## src/rtl/dmem_write_buffer.sv

```systemverilog
// Store buffer between the CPU data port and a slow req/ack data memory.
// Stores queue in a circular FIFO; loads forward from the youngest pending store.
module dmem_write_buffer #(
  parameter int DEPTH = 4,
  parameter int AW    = 32,
  parameter int DW    = 32
) (
  input  logic                     Clk,
  input  logic                     Clrn,
  input  logic                     Wmem,
  input  logic [AW-1:0]            Daddr,
  input  logic [DW-1:0]            Dwrite,
  output logic [DW-1:0]            Dread,
  output logic                     En,
  output logic [AW-1:0]            m_raddr,
  input  logic [DW-1:0]            m_rdata,
  output logic                     m_req,
  output logic [AW-1:0]            m_waddr,
  output logic [DW-1:0]            m_wdata,
  input  logic                     m_ack,
  output logic                     empty,
  output logic [$clog2(DEPTH):0]   count
);

  localparam int PW = $clog2(DEPTH);

  logic [AW-1:0] addr_q [DEPTH];
  logic [DW-1:0] data_q [DEPTH];
  logic [PW-1:0] wr_ptr_q, wr_ptr_d;
  logic [PW-1:0] rd_ptr_q, rd_ptr_d;
  logic [PW:0]   count_q, count_d;
  logic          req_q;
  logic          full_s, push_s, pop_s;
  logic          fwd_hit_s;
  logic [DW-1:0] fwd_data_s;
  logic [PW-1:0] idx_s;

  assign full_s = (count_q == (PW+1)'(DEPTH));
  assign pop_s  = req_q & m_ack;
  // A full buffer being drained this edge can still take the new store.
  assign En     = ~(Wmem & full_s & ~pop_s);
  assign push_s = Wmem & En;

  // Next-state for pointers and occupancy
  always_comb begin
    wr_ptr_d = wr_ptr_q;
    rd_ptr_d = rd_ptr_q;
    count_d  = count_q;
    if (push_s) begin
      wr_ptr_d = wr_ptr_q + PW'(1'b1);
    end else begin
      wr_ptr_d = wr_ptr_q;
    end
    if (pop_s) begin
      rd_ptr_d = rd_ptr_q + PW'(1'b1);
    end else begin
      rd_ptr_d = rd_ptr_q;
    end
    case ({push_s, pop_s})
      2'b10:   count_d = count_q + (PW+1)'(1'b1);
      2'b01:   count_d = count_q - (PW+1)'(1'b1);
      default: count_d = count_q;
    endcase
  end

  // Control state; m_req is registered so a push never bypasses to memory
  always_ff @(posedge Clk or negedge Clrn) begin
    if (!Clrn) begin
      wr_ptr_q <= '0;
      rd_ptr_q <= '0;
      count_q  <= '0;
      req_q    <= 1'b0;
    end else begin
      wr_ptr_q <= wr_ptr_d;
      rd_ptr_q <= rd_ptr_d;
      count_q  <= count_d;
      req_q    <= (count_d != '0);
    end
  end

  // Entry storage; contents need no reset
  always_ff @(posedge Clk) begin
    if (push_s) begin
      addr_q[wr_ptr_q] <= Daddr;
      data_q[wr_ptr_q] <= Dwrite;
    end
  end

  // Forwarding search from oldest to youngest so the youngest match wins
  always_comb begin
    fwd_hit_s  = 1'b0;
    fwd_data_s = '0;
    idx_s      = '0;
    for (int i = 0; i < DEPTH; i++) begin
      idx_s = rd_ptr_q + PW'(i);
      if (((PW+1)'(i) < count_q) && (addr_q[idx_s][AW-1:2] == Daddr[AW-1:2])) begin
        fwd_hit_s  = 1'b1;
        fwd_data_s = data_q[idx_s];
      end else begin
        fwd_hit_s  = fwd_hit_s;
        fwd_data_s = fwd_data_s;
      end
    end
  end

  assign Dread   = fwd_hit_s ? fwd_data_s : m_rdata;
  assign m_raddr = Daddr;
  assign m_req   = req_q;
  assign m_waddr = addr_q[rd_ptr_q];
  assign m_wdata = data_q[rd_ptr_q];
  assign empty   = (count_q == '0);
  assign count   = count_q;

endmodule

```

## config.mk

```make
export PLATFORM = sky130hd
export DESIGN_NAME = dmem_write_buffer
export DESIGN_NICKNAME = d
export VERILOG_FILES = /design/src/rtl/dmem_write_buffer.sv
export SDC_FILE = /design/constraint.sdc
export NUM_CORES = 1
export LEC_CHECK = 0
export BUFFER_PORTS_ARGS = -buffer_cell sky130_fd_sc_hd__buf_2
export CORE_MARGIN = 5
export CORE_UTILIZATION = 40
export DETAILED_ROUTE_END_ITERATION = 10
export PLACE_DENSITY_LB_ADDON = 0.12
export SYNTH_ARGS = -nofsm -noshare
export SYNTH_HDL_FRONTEND = slang
export SYNTH_SLANG_ARGS = --single-unit
```

## constraint.sdc

```tcl
create_clock -name Clk -period 9.73 [get_ports Clk]
set_clock_uncertainty 0.05 [all_clocks]
set_input_delay 1.946 -clock Clk [delete_from_list [all_inputs] [get_ports Clk]]
set_output_delay 1.946 -clock Clk [all_outputs]
set_load 0.1 [all_outputs]
```

==> impl_metrics.toml <==
[status]
status = "finished clean"

[power]
pwr-share-seq_pct = 22.7
power_density_mw_per_mm2 = 370
p_clk_share_pct = 16.9
ir_drop_uv = 247
p_switching_mw = 3.92
switching_share_pct = 52.9
p_int_mw = 3.49
pwr-share-comb_pct = 60.5
leakage_nw = 7.59

[clock_tree]
cts_tree = "built"
cts_buffers = 34
clk_path_buf_depth = 3
cts_max_level = 2
cts_sinks = 264
root_buffer = "clkbuf_16"
cts_hold_buf = 0
clk_pin_slew_ns = 0.05
insertion_delay_ns = 0.53
cts_resized = 0
cts_setup_buffers = 0

[sta]
finalCritPeriodShare_pct = 85.1
rsz0062_at_grt = "no"
setup_violations = 0
setup_slack_ns = 1.45
hold_viol = 0
final.setup.tns_ns = 0
slew_violations = 0
whs_ns = 0.568
fmax_mhz = 121
slew-limit-headroom_pct = 18.4
max_slew.worst_pin.slew_ns = 1.19
min_period_ns = 8.28

[detailed_routing]
drc_errors = 0
post_drt_wl_per_cell_microns = 24.7
drtAntennaViolNets = 0
totalWireLength_mm = 55.4
vias = 13300
via_per_inst = 5.95
drt-pass1-iter-count = 7
drtIter0Drc = 983

[placed_design]
hpwl_mm = 37.1
port_buffers = 233
gp_congestion = 0.913
place_ws_ns = 1.60
dp_cells = 2177
postPlaceCellArea_sq_mm = 0.0189

[layout]
nFillCells = 4115
area_growth_pct = 13.1
drive_gt1_share_pct = 28.5
fin_cells = 2240
fin_area_sq_mm = 0.0200
nNetsFinal = 1729

[global_routing]
grt_usage_pct = 22.2
grt_max_degree = 101
first_global_vias = 13100
gr-total-overflow = 0
grt_first_pass_wirelength_mm = 81.8
antenna_found_initial = 4

[yosys]
syn_inst = 1492
ys_types = 75
synth-main-ff-cell = "edfxtp_1"
syn_nets = 1600
ys_seq_elements = 264
netlist_area_sq_mm = 0.0177
yosysWarningCount = 0
synth_edf_count = 256
synth_area_per_cell_sq_um = 11.9
ys_async_sr_fraction_pct = 3.03
ys_seq_area_share_pct = 44.5

[setup_path]
regToRegSetupSlack_ns = 6.90
crit_start = "rd_ptr_q[0]"
criticalPathCategory = "register to output pin"
r2r_cells = 5
cp_max_fo = 69
start_kind = "register"
crit_path_end_kind = "output pin"
worstPathArrival_ns = 6.28
critPathCapture = "Dread[27]"
r2r-end = "data_q[1][9]"
cp_data_required_time_ns = 7.73
r2r_start = "count[1]"

[floorplan]
die_h_microns = 221
initial_core_util_pct = 40.3
coreArea_sq_mm = 0.0440
dieArea_sq_mm = 0.0486
placement_rows = 77
die_w_microns = 221
ios = 234

[flow_run]
max_cap_violations = 0

[worst_hold_path]
min_path_type = "register to register"
==> how the worst min path moves through the flow <==
stage | startpoint | endpoint | slack, ns | cells after the start
final | m_req | rd_ptr_q[1] | 0.57 | 2
after global routing | m_req | rd_ptr_q[1] | 0.60 | 2
after CTS | m_req | rd_ptr_q[1] | 0.57 | 2
after detailed placement | m_req | rd_ptr_q[1] | 0.56 | 2
after global placement | wr_ptr_q[1] | wr_ptr_q[1] | 0.57 | 2
after floorplan | wr_ptr_q[1] | wr_ptr_q[1] | 0.53 | 2
==> state kept, by name, indices dropped and copies added (netlist names) <==
signal    flops
addr_q      128
data_q      128
count         3
rd_ptr_q      2
wr_ptr_q      2
m_req         1
==> per-stage QoR <==
| stage | power [mW] | utilization [%] |
|---|---|---|
| floorplan | 5.33 | - |
| global placement | 6.16 | 43.0 |
| detailed placement | 6.16 | 43.0 |
| CTS | 7.43 | 45.5 |
| global route | 7.75 | 45.5 |
| finish | 7.41 | 45.5 |
==> routing by layer <==
| layer | vias up | GRT usage (%) | part of all wire (%) |
|---|---|---|---|
| li1 | 6057 | - | - |
| met1 | 6648 | 30.9 | 44 |
| met2 | 538 | 34.6 | 45 |
| met3 | 92 | 5.65 | 8.4 |
| met4 | 4 | 6.14 | 2.3 |
| met5 | - | 0 | 0.049 |
==> worst max-delay path, cell delays in order (launching register included) <==
cell,delay [ns]
dfrtp_4,0.67
inv_4,0.72
mux2_2,0.42
a2111oi_0,1.04
nand4_1,0.35
nor4b_2,0.63
o2111a_1,0.27
buf_4,0.43
nor3_2,0.25
buf_4,0.28
a22o_1,0.28
buf_2,0.30
==> placed cells by master (no fill, tap or decap), drive strengths merged, types with 16 or more instances in the layout <==
cell type,instances
a21oi,16
a22o,33
buf,262
clkbuf,46
edfxtp,256
inv,50
mux2,76
mux2i,235
mux4,37
nand2,82
nor2,86
o2111ai,103
o21ai,78
xnor2,76
xor2,20
==> kinds of logic after synthesis <==
kind of cell	after synthesis	share of synthesized area [%]
mux	348	22.9
compound gates	310	13.9
flops	264	44.5
simple gates	249	6.68
buf+inv	217	6.74
xor+xnor	96	4.74
fa+ha+maj	8	0.565
==> layout make-up <==
cell class | instances | area, sq um | share of cell area [%]
clock buffer | 46 | 980 | 4.89
tap | 592 | 741 | 3.69
timing repair buffer | 262 | 1400 | 6.96
inverter | 48 | 183 | 0.911
clock inverter | 15 | 130 | 0.649
sequential | 264 | 7900 | 39.4
multi-input combinational | 1011 | 8720 | 43.5
antenna | 2 | 5.00 | 0.0250
==> power by group through the flow <==
stage	Clock [mW]	Sequential (mW)	Combinational [mW]
CTS	1.27	1.68	4.47
global placement	0	1.69	4.46
floorplan	0	1.66	3.67
detailed placement	0	1.70	4.46
finish	1.25	1.68	4.48
global route	1.33	1.71	4.72
==> synth_stat cells, types with 8 or more instances <==
library cell / count / area share [%]
ha_1: 8 / 0.56
a22o_1: 33 / 1.6
mux2_2: 76 / 4.8
buf_1: 13 / 0.28
o21ai_0: 78 / 2.2
buf_2: 32 / 0.90
xnor2_1: 76 / 3.8
buf_4: 39 / 1.7
clkbuf_1: 62 / 1.3
o2111ai_2: 21 / 1.8
buf_6: 16 / 1.0
mux4_2: 37 / 4.7
o2bb2ai_1: 8 / 0.40
a21oi_1: 16 / 0.45
nor2_1: 86 / 1.8
o2111ai_1: 82 / 4.1
dfrtp_1: 8 / 1.1
xor2_1: 20 / 0.99
mux2i_1: 231 / 13
o22ai_1: 15 / 0.53
nand4_1: 12 / 0.42
inv_1: 48 / 1.0
edfxtp_1: 256 / 43
nand2_1: 82 / 1.7
nand3_1: 10 / 0.28
(Power assumes the default switching activity.)
